## config.mk

```make
export PLATFORM = sky130hd
export DESIGN_NAME = pi_txn_frontend
export DESIGN_NICKNAME = d
export VERILOG_FILES = /design/src/rtl/pi_txn_frontend.sv
export SDC_FILE = /design/constraint.sdc
export NUM_CORES = 1
export LEC_CHECK = 0
export CELL_PAD_IN_SITES_DETAIL_PLACEMENT = 0
export CELL_PAD_IN_SITES_GLOBAL_PLACEMENT = 2
export CORE_ASPECT_RATIO = 1.2
export CORE_MARGIN = 5
export CORE_UTILIZATION = 25
export CTS_CLUSTER_DIAMETER = 120
export CTS_CLUSTER_SIZE = 14
export DETAILED_ROUTE_END_ITERATION = 6
export GPL_TIMING_DRIVEN = 0
export PLACE_DENSITY_LB_ADDON = 0.3
export SKIP_LAST_GASP = 1
export SYNTH_ARGS = -nofsm -noshare
export SYNTH_HDL_FRONTEND = slang
export SYNTH_SLANG_ARGS = --single-unit
```

## constraint.sdc

```tcl
create_clock -name PI_CLK -period 1.9 [get_ports PI_CLK]
set_input_delay 0.38 -clock PI_CLK [delete_from_list [all_inputs] [get_ports PI_CLK]]
set_output_delay 0.38 -clock PI_CLK [all_outputs]
set_load 0.01 [all_outputs]
```

## src/rtl/pi_txn_frontend.sv

```systemverilog
// Pi GPIO register front end: decodes strobed register writes into single 68k bus
// requests, tracks the response and exposes read data, status flags and CTRL.
module pi_txn_frontend #(
    parameter int SYNC_STAGES    = 2,
    parameter int TIMEOUT_CYCLES = 4095,
    parameter int TIMEOUT_W      = 12
) (
    input  logic        PI_CLK,
    input  logic        SYS_RESET_n,
    input  logic [1:0]  PI_A,
    input  logic        PI_RD,
    input  logic        PI_WR,
    input  logic [15:0] PI_D_IN,
    output logic [15:0] PI_D_OUT,
    output logic        PI_D_OE,
    output logic        REQ_VALID,
    input  logic        REQ_READY,
    output logic [23:0] REQ_ADDR,
    output logic        REQ_RW,
    output logic        REQ_UDS_n,
    output logic        REQ_LDS_n,
    output logic [2:0]  REQ_FC,
    output logic [15:0] REQ_WDATA,
    input  logic        RSP_VALID,
    input  logic        RSP_BERR,
    input  logic [15:0] RSP_RDATA,
    input  logic [2:0]  IPL,
    output logic        TXN_IN_PROGRESS,
    output logic [15:0] CTRL
);

    localparam bit                 TO_EN   = (TIMEOUT_CYCLES != 0);
    localparam logic [TIMEOUT_W-1:0] TO_LOAD =
        TIMEOUT_W'((TIMEOUT_CYCLES == 0) ? 0 : TIMEOUT_CYCLES - 1);

    typedef enum logic [1:0] {IDLE, PEND, WAIT} state_t;
    state_t state_q, state_d;

    logic [SYNC_STAGES-1:0] rd_sync_q, wr_sync_q;
    logic                   rd_evt, wr_evt;

    logic [15:0]          wdata_q, wdata_d, addr_lo_q, addr_lo_d, rdata_q, rdata_d, ctrl_q, ctrl_d;
    logic                 txn_q, txn_d, berr_q, berr_d, ovr_q, ovr_d, aerr_q, aerr_d, tmo_q, tmo_d;
    logic                 req_valid_q, req_valid_d, req_rw_q, req_rw_d;
    logic                 req_uds_q, req_uds_d, req_lds_q, req_lds_d;
    logic [23:0]          req_addr_q, req_addr_d;
    logic [2:0]           req_fc_q, req_fc_d;
    logic [15:0]          req_wdata_q, req_wdata_d;
    logic [TIMEOUT_W-1:0] to_cnt_q, to_cnt_d;

    logic launch_wr, word_odd, launch, accept, rsp_done, to_hit, stat_clr;
    logic unused_d_in;

    assign unused_d_in = ^PI_D_IN[12:10];

    // Edge = 0->1 between the last two synchroniser stages
    always_ff @(posedge PI_CLK) begin
        if (!SYS_RESET_n) begin
            rd_sync_q <= '0;
            wr_sync_q <= '0;
        end else begin
            rd_sync_q <= {rd_sync_q[SYNC_STAGES-2:0], PI_RD};
            wr_sync_q <= {wr_sync_q[SYNC_STAGES-2:0], PI_WR};
        end
    end

    assign rd_evt = rd_sync_q[SYNC_STAGES-2] & ~rd_sync_q[SYNC_STAGES-1];
    assign wr_evt = wr_sync_q[SYNC_STAGES-2] & ~wr_sync_q[SYNC_STAGES-1];

    assign launch_wr = wr_evt && (PI_A == 2'd2);
    assign word_odd  = !PI_D_IN[8] && addr_lo_q[0];
    assign launch    = launch_wr && (state_q == IDLE) && !word_odd;
    assign accept    = (state_q == PEND) && req_valid_q && REQ_READY;
    assign rsp_done  = (state_q == WAIT) && RSP_VALID;
    assign to_hit    = TO_EN && (state_q == WAIT) && !RSP_VALID && (to_cnt_q == '0);
    assign stat_clr  = rd_evt && (PI_A == 2'd3);

    always_ff @(posedge PI_CLK) begin
        if (!SYS_RESET_n) state_q <= IDLE;
        else              state_q <= state_d;
    end

    always_comb begin
        state_d = state_q;
        case (state_q)
            IDLE:    if (launch) state_d = PEND;
            PEND:    if (accept) state_d = WAIT;
            WAIT:    if (rsp_done || to_hit) state_d = IDLE;
            default: state_d = IDLE;
        endcase
    end

    always_comb begin
        wdata_d     = wdata_q;
        addr_lo_d   = addr_lo_q;
        rdata_d     = rdata_q;
        ctrl_d      = ctrl_q;
        txn_d       = txn_q;
        req_valid_d = req_valid_q;
        req_addr_d  = req_addr_q;
        req_rw_d    = req_rw_q;
        req_uds_d   = req_uds_q;
        req_lds_d   = req_lds_q;
        req_fc_d    = req_fc_q;
        req_wdata_d = req_wdata_q;
        to_cnt_d    = to_cnt_q;
        // Read-clear first so a same-cycle set below wins
        berr_d      = stat_clr ? 1'b0 : berr_q;
        ovr_d       = stat_clr ? 1'b0 : ovr_q;
        aerr_d      = stat_clr ? 1'b0 : aerr_q;
        tmo_d       = stat_clr ? 1'b0 : tmo_q;

        if (wr_evt && PI_A == 2'd0) wdata_d = PI_D_IN;
        if (wr_evt && PI_A == 2'd3) ctrl_d  = PI_D_IN;

        if (launch_wr) begin
            if (state_q != IDLE) begin
                ovr_d = 1'b1;
            end else if (word_odd) begin
                aerr_d = 1'b1;
                txn_d  = 1'b0;
            end else begin
                req_valid_d = 1'b1;
                req_addr_d  = {PI_D_IN[7:0], addr_lo_q};
                req_rw_d    = PI_D_IN[9];
                req_uds_d   = PI_D_IN[8] ? addr_lo_q[0] : 1'b0;
                req_lds_d   = PI_D_IN[8] ? !addr_lo_q[0] : 1'b0;
                req_fc_d    = PI_D_IN[15:13];
                req_wdata_d = wdata_q;
            end
        end

        if (accept) begin
            req_valid_d = 1'b0;
            to_cnt_d    = TO_LOAD;
        end else if (state_q == WAIT && !RSP_VALID && to_cnt_q != '0) begin
            to_cnt_d = to_cnt_q - 1'b1;
        end

        if (rsp_done) begin
            if (req_rw_q) rdata_d = RSP_RDATA;
            berr_d = berr_d | RSP_BERR;
            txn_d  = 1'b0;
        end
        if (to_hit) begin
            berr_d = 1'b1;
            tmo_d  = 1'b1;
            txn_d  = 1'b0;
        end

        if (wr_evt && PI_A == 2'd1) begin
            addr_lo_d = PI_D_IN;
            txn_d     = 1'b1;
        end
    end

    always_ff @(posedge PI_CLK) begin
        if (!SYS_RESET_n) begin
            wdata_q     <= '0;
            addr_lo_q   <= '0;
            rdata_q     <= '0;
            ctrl_q      <= '0;
            txn_q       <= 1'b0;
            berr_q      <= 1'b0;
            ovr_q       <= 1'b0;
            aerr_q      <= 1'b0;
            tmo_q       <= 1'b0;
            req_valid_q <= 1'b0;
            req_addr_q  <= '0;
            req_rw_q    <= 1'b1;
            req_uds_q   <= 1'b1;
            req_lds_q   <= 1'b1;
            req_fc_q    <= 3'b111;
            req_wdata_q <= '0;
            to_cnt_q    <= '0;
        end else begin
            wdata_q     <= wdata_d;
            addr_lo_q   <= addr_lo_d;
            rdata_q     <= rdata_d;
            ctrl_q      <= ctrl_d;
            txn_q       <= txn_d;
            berr_q      <= berr_d;
            ovr_q       <= ovr_d;
            aerr_q      <= aerr_d;
            tmo_q       <= tmo_d;
            req_valid_q <= req_valid_d;
            req_addr_q  <= req_addr_d;
            req_rw_q    <= req_rw_d;
            req_uds_q   <= req_uds_d;
            req_lds_q   <= req_lds_d;
            req_fc_q    <= req_fc_d;
            req_wdata_q <= req_wdata_d;
            to_cnt_q    <= to_cnt_d;
        end
    end

    assign REQ_VALID       = req_valid_q;
    assign REQ_ADDR        = req_addr_q;
    assign REQ_RW          = req_rw_q;
    assign REQ_UDS_n       = req_uds_q;
    assign REQ_LDS_n       = req_lds_q;
    assign REQ_FC          = req_fc_q;
    assign REQ_WDATA       = req_wdata_q;
    assign TXN_IN_PROGRESS = txn_q;
    assign CTRL            = ctrl_q;

    assign PI_D_OE = PI_RD && (PI_A == 2'd0 || PI_A == 2'd3);

    always_comb begin
        PI_D_OUT = '0;
        if (PI_D_OE) begin
            if (PI_A == 2'd0) PI_D_OUT = rdata_q;
            else PI_D_OUT = {IPL, 8'd0, tmo_q, aerr_q, ovr_q, (state_q != IDLE), berr_q};
        end
    end

endmodule
```

Word level (Yosys, flattened, before mapping)
Index checks and enable logic that the tools add are counted.
{ "totals": {"register_bits": 134, "input_bits": 44, "output_inout_bits": 81, "elab_cells": 102} }
{ "op_classes": {"addsub": 1, "n_eq_ne": 9, "n_mux": 28, "bitwise_logic": 8, "reduce_logical": 35} }
{ "op_table": {"columns": ["operator", "count"], "rows": [
  ["$mux W16", 2],
  ["$mux W12", 2],
  ["$mux W1", 20],
  ["$logic_and A1 B1 Y1", 15],
  ["$logic_not A12 Y1", 1],
  ["$reduce_bool A12 Y1", 1],
  ["$sub A12 B1 Y12 const B", 1],
  ["$reduce_and A3 Y1", 3],
  ["$reduce_bool A4 Y1", 2],
  ["$eq A2 B2 Y1 const B", 3],
  ["$mux W2", 3],
  ["$pmux W2 S3", 1],
  ["$reduce_bool A2 Y1", 3],
  ["$not A1 Y1", 5],
  ["$eq A2 B1 Y1 const B", 2],
  ["$logic_not A1 Y1", 4],
  ["$logic_not A2 Y1", 2],
  ["$ne A2 B2 Y1 const B", 2],
  ["$ne A4 B4 Y1 const B", 1],
  ["$and A1 B1 Y1", 2],
  ["$logic_or A1 B1 Y1", 2],
  ["$ne A2 B1 Y1 const B", 1],
  ["$reduce_and A2 Y1", 1],
  ["$reduce_or A2 Y1", 1],
  ["$or A1 B1 Y1", 1]
]} }

Depth between registers and ports, before layout
Gate-level depths: netlist of run 1.
{ "depth": {"ltp_word": 8, "ltp_mapped": 8, "ltp_nobuf": 6} }

Worst setup path before layout of run 1
Ideal clock, no wire load.
{ "synth_path": {"path_kind": "in2out", "start": "input port PI_A[0]", "end": "output port PI_D_OUT[14]", "arrival_ps": 1475, "required_time_ps": 1520, "slack_ps": 45, "path_stages": 6, "path_buffers": 2, "cell_sequence": "inv_1 > ha_1 > clkbuf_1 > clkbuf_1 > mux2i_1 > nor2_1"} }
{ "synth_via": {"elab_chain_len": 4, "word_cells_on_any_way": 6} }
{ "synth_lines": {"columns": ["item", "line_no", "text"], "rows": [
  ["from (decl)", "10", "input logic [1:0] PI_A,"],
  ["$eq A2 B2 Y1 / $logic_not A2 Y1 (equally long branches)", "207, 212", null],
  ["$logic_or A1 B1 Y1", "207", "assign PI_D_OE = PI_RD && (PI_A == 2'd0 || PI_A == 2'd3);"],
  ["$logic_and A1 B1 Y1", "207", null],
  ["$mux W16 (*)", "211", "if (PI_D_OE) begin"],
  ["to (decl)", "14", "output logic [15:0] PI_D_OUT,"]
]} }
Mark *: on every way between the ends. The rest lies on a longest branch, timed or not.

Worst setup path in the final report of run 1
{ "layout_path": {"start": "register state_q[1]", "end": "register req_fc_q[1] (netlist: REQ_FC[1])"} }
{ "layout_via": {"elab_chain_len": 3} }
{ "layout_lines": {"columns": ["item", "line_no", "text"], "rows": [
  ["from (decl)", "37", "state_t state_q, state_d;"],
  ["from (signal assigned)", "80", "else state_q <= state_d;"],
  ["$reduce_bool A2 Y1", "117", "if (state_q != IDLE) begin"],
  ["$not A1 Y1 (no line)", null, null],
  ["$reduce_and A3 Y1 (no line)", null, null],
  ["to (signal assigned)", "191", "req_fc_q <= req_fc_d;"],
  ["to (decl)", "47", "logic [2:0] req_fc_q, req_fc_d;"]
]} }
No other way between the ends.
A chain may end at the register's enable or synchronous reset.

==> reports/metrics.csv, run 1 <==
metric,value,unit
Synth area leader,dfxtp_1,
sequential power share,0.438,
Peak VDD IR,0.0005624,V
I/O Buffers,124,
syn nets,698,
Most used DFF post-synth,dfxtp_1,
Layout Nets,855,
combinational share of power,0.063,
vias in the first global route,4986,
fmax,0.5477,GHz
Layout area overhead,44.14,%
"Distinct cells, synth",42,
PnR worst setup slack,0.07427,ns
maximum buffer depth of the clock tree,2,
Slew @ Worst Pin,0.6649,ns
Tot GR Track Use,0.1500,
Final Non-Filler Cells,1082,
CTS Hold Bufs,0,
Worst slew margin,0.5527,
# rows,57,
Gate Count Post-Synth,648,
initial antenna violation count,0,
Iter 0 DRT Violations,334,
area of the die,23720,µm²
fillers,2141,
H-tree depth,4,
clock root buffer master,clkbuf_16,
routed vias/inst,4.548,
worst r2r path cells,7,
Pwr Total,6.557,mW
WL/cell,16.53,µm
post-synth top area share,0.5177,
pin count of the biggest net entering global routing,17,
CP dominant cell by count,buf_4,
Arrival @ worst endpoint,2.10,ns
CP Buf/Inv Count,4,
layout cells sized above 1,0.1200,
"Seq/Total Area, Yosys",0.5177,
#FFs+latches synth,134,
"Async S/R FF share, synth",0,
Die Ht,167.7,µm
# diodes,0,
"top cells by area, synth","dfxtp_1 52%, nand2_1 17%, a21oi_1 11%",
status,"complete, no violations",
CTS tree,built,
Post-Syn Area,5181,µm²
top cell family by delay on the critical path,buffers and inverters,
total gr overflow,0,
"Cell Chain, Critical Path",buf_6 -> buf_4 -> or4_1 -> buf_4 -> clkbuf_4 -> nand2_1 -> nand3_1,
area of the multi-input gates,2337,µm²
crit-path max FO,10,
final hold viol count,0,
hpwl dp,13.23,mm
Mapped Avg Cell Area,7.996,µm²
Max Cap Violations,0,
critical path's largest stage delay,0.50,ns
Final Max Slew Viols,0,
warning count from the yosys run,0,
PwrDens,878.0,nW/µm²
Psw,1.464,mW
Worst Setup Path Type,reg -> reg,
top-level port count,125,
worst min-delay path class,in -> reg,
"Reg clk slew, reported paths",0.06,ns
final core occ,0.3674,
hold_ws,0.3011,ns
Initial DRT Pass Iterations,5,
Total Wirelength,17.89,mm
global-route wire length before repair,27.63,mm
Clk pwr share,0.499,
final instance area,7468,µm²
Post-synth EDFFs,0,
slowest CP cell,or4_1,
"Req. time, crit path",2.17,ns
sw frac,0.2233,
Seq. cell area,2685,µm²
Crit. path cell count,7,
Initial Util,0.2549,
Setup Viol. Count Final,0,
crit path time final,1.826,ns
Detail Route Antenna Nets,0,
Cell Int Power,5.093,mW
setup_tns,0,ns
CTS Buf Count,17,
Tcrit/Tclk final,0.9609,
dpl cell area,6754,µm²
Routability Congestion,0.8084,
drt drc,0,
Hold Crit Depth,2,
Core Area,20330,µm²
clock skew,0.008182,ns
placed insts,1037,
vias post-DR,4921,
worst-skew pair later-pin latency,0.42,ns
Clock Sinks,134,
Setup crit start kind,flop,
RSZ-0062 raised after global routing,yes,
Die X,141.4,µm
"worst slack, placed",-1.342,ns
Pleak,2.636,nW
CP Capture Type,flop,
-- per-layer routing --
metal / vias to the layer above / wire length (µm) / global-route usage
met5: - / 0 / 0
met4: 0 / 164 / 0.03840
met3: 16 / 838 / 0.04221
met2: 103 / 8898 / 0.2602
met1: 2323 / 7986 / 0.1825
li1: 2479 / - / -
-- state kept, by name (all words and copies together), names as in the netlist, 2 cells and up --
| name | count |
|---|---|
| wr_sync_q | 2 |
| rd_sync_q | 2 |
| REQ_ADDR | 24 |
| REQ_WDATA | 16 |
| wdata_q | 16 |
| rdata_q | 16 |
| to_cnt_q | 12 |
| REQ_FC | 3 |
| CTRL | 16 |
| state_q | 2 |
| addr_lo_q | 16 |
-- placed cells by master (no fill, tap or decap), drive strengths merged, types with 3 or more instances in the layout --
cell,instances
ha,6
a31oi,7
clkdlybuf4s15,4
inv,7
mux2i,7
nand3,7
nor4,4
clkdlybuf4s50,103
buf,40
dfxtp,134
o21ai,8
or3,6
nor2,22
and3,8
clkbuf,53
nand3b,4
and2,8
clkinvlp,4
nor3,6
nand2,228
a21oi,114
nor2b,3
nand4b,3
-- timing repair --
action | CTS | global route
pin swaps | 3 | 3
gates resized for setup | 75 | 32
setup buffers | 11 | 5
hold endpoints to repair | 0 | 0
cloned | 0 | 1
setup endpoints to repair | 79 | 99
-- power by group through the flow --
stage                     Clock (mW)  Combinational, mW  Sequential, mW
after floorplan                    0              0.143            2.93
after global placement             0              0.390            2.93
after detailed placement           0              0.393            2.93
after CTS                       3.35              0.418            2.87
after global routing            3.47              0.453            2.87
final                           3.27              0.415            2.87
-- synthesized netlist by cell type (2+ instances only) --
| master | number |
|---|---|
| nand4_1 | 2 |
| buf_2 | 12 |
| or4_1 | 2 |
| nor2b_1 | 3 |
| dfxtp_1 | 134 |
| o21ai_0 | 8 |
| inv_1 | 7 |
| nor2_1 | 22 |
| and3_1 | 8 |
| ha_1 | 6 |
| o2111ai_1 | 2 |
| and2_1 | 8 |
| a31oi_1 | 7 |
| clkbuf_1 | 30 |
| nand3b_1 | 4 |
| o21a_1 | 2 |
| or3_1 | 5 |
| nand3_1 | 7 |
| nand2b_1 | 2 |
| nand4b_1 | 2 |
| nand2_1 | 228 |
| a21oi_1 | 114 |
| nor4_1 | 2 |
| mux2i_1 | 7 |
| nor3_1 | 6 |
| nor4_4 | 2 |
-- layout make-up --
class	instances	area share
repair inverters	1	0.0008377
well taps	265	0.04440
repair buffers	140	0.1737
plain buffers	39	0.02580
flip-flops and latches	134	0.3595
clock buffers	24	0.06584
multi-input cells	465	0.3130
clock inverters	7	0.01273
inverters	7	0.004188
-- final timing paths --
path | startpoint | to | slack [ns]
max | state_q[1] | REQ_FC[1] | 0.07
min | PI_RD | rd_sync_q[0] | 0.30
max reg2reg | state_q[1] | REQ_FC[1] | 0.07
min reg2reg | rdata_q[8] | rdata_q[8] | 0.45
-- logic make-up (layout without fill, tap and decap cells) --
| logic type | Yosys count | count (layout) | share of synthesized area |
|---|---|---|---|
| xor gates and xnor gates | 1 | 1 | 0.001691 |
| muxes | 7 | 7 | 0.01352 |
| DFF | 134 | 134 | 0.5177 |
| buffers and inverters | 49 | 218 | 0.03840 |
| adders and majority gates | 6 | 6 | 0.01449 |
| AOI/OAI and AO/OA | 139 | 139 | 0.1430 |
| and+or+nand+nor | 312 | 312 | 0.2712 |
(Power assumes the default switching activity.)
==> inputs of run 2 (changes only) <==
Settings changed: CTS_CLUSTER_SIZE 14 to 20.
==> results of run 2 <==
Same layout as run 1: the final DEF is identical, and so are final timing and power.
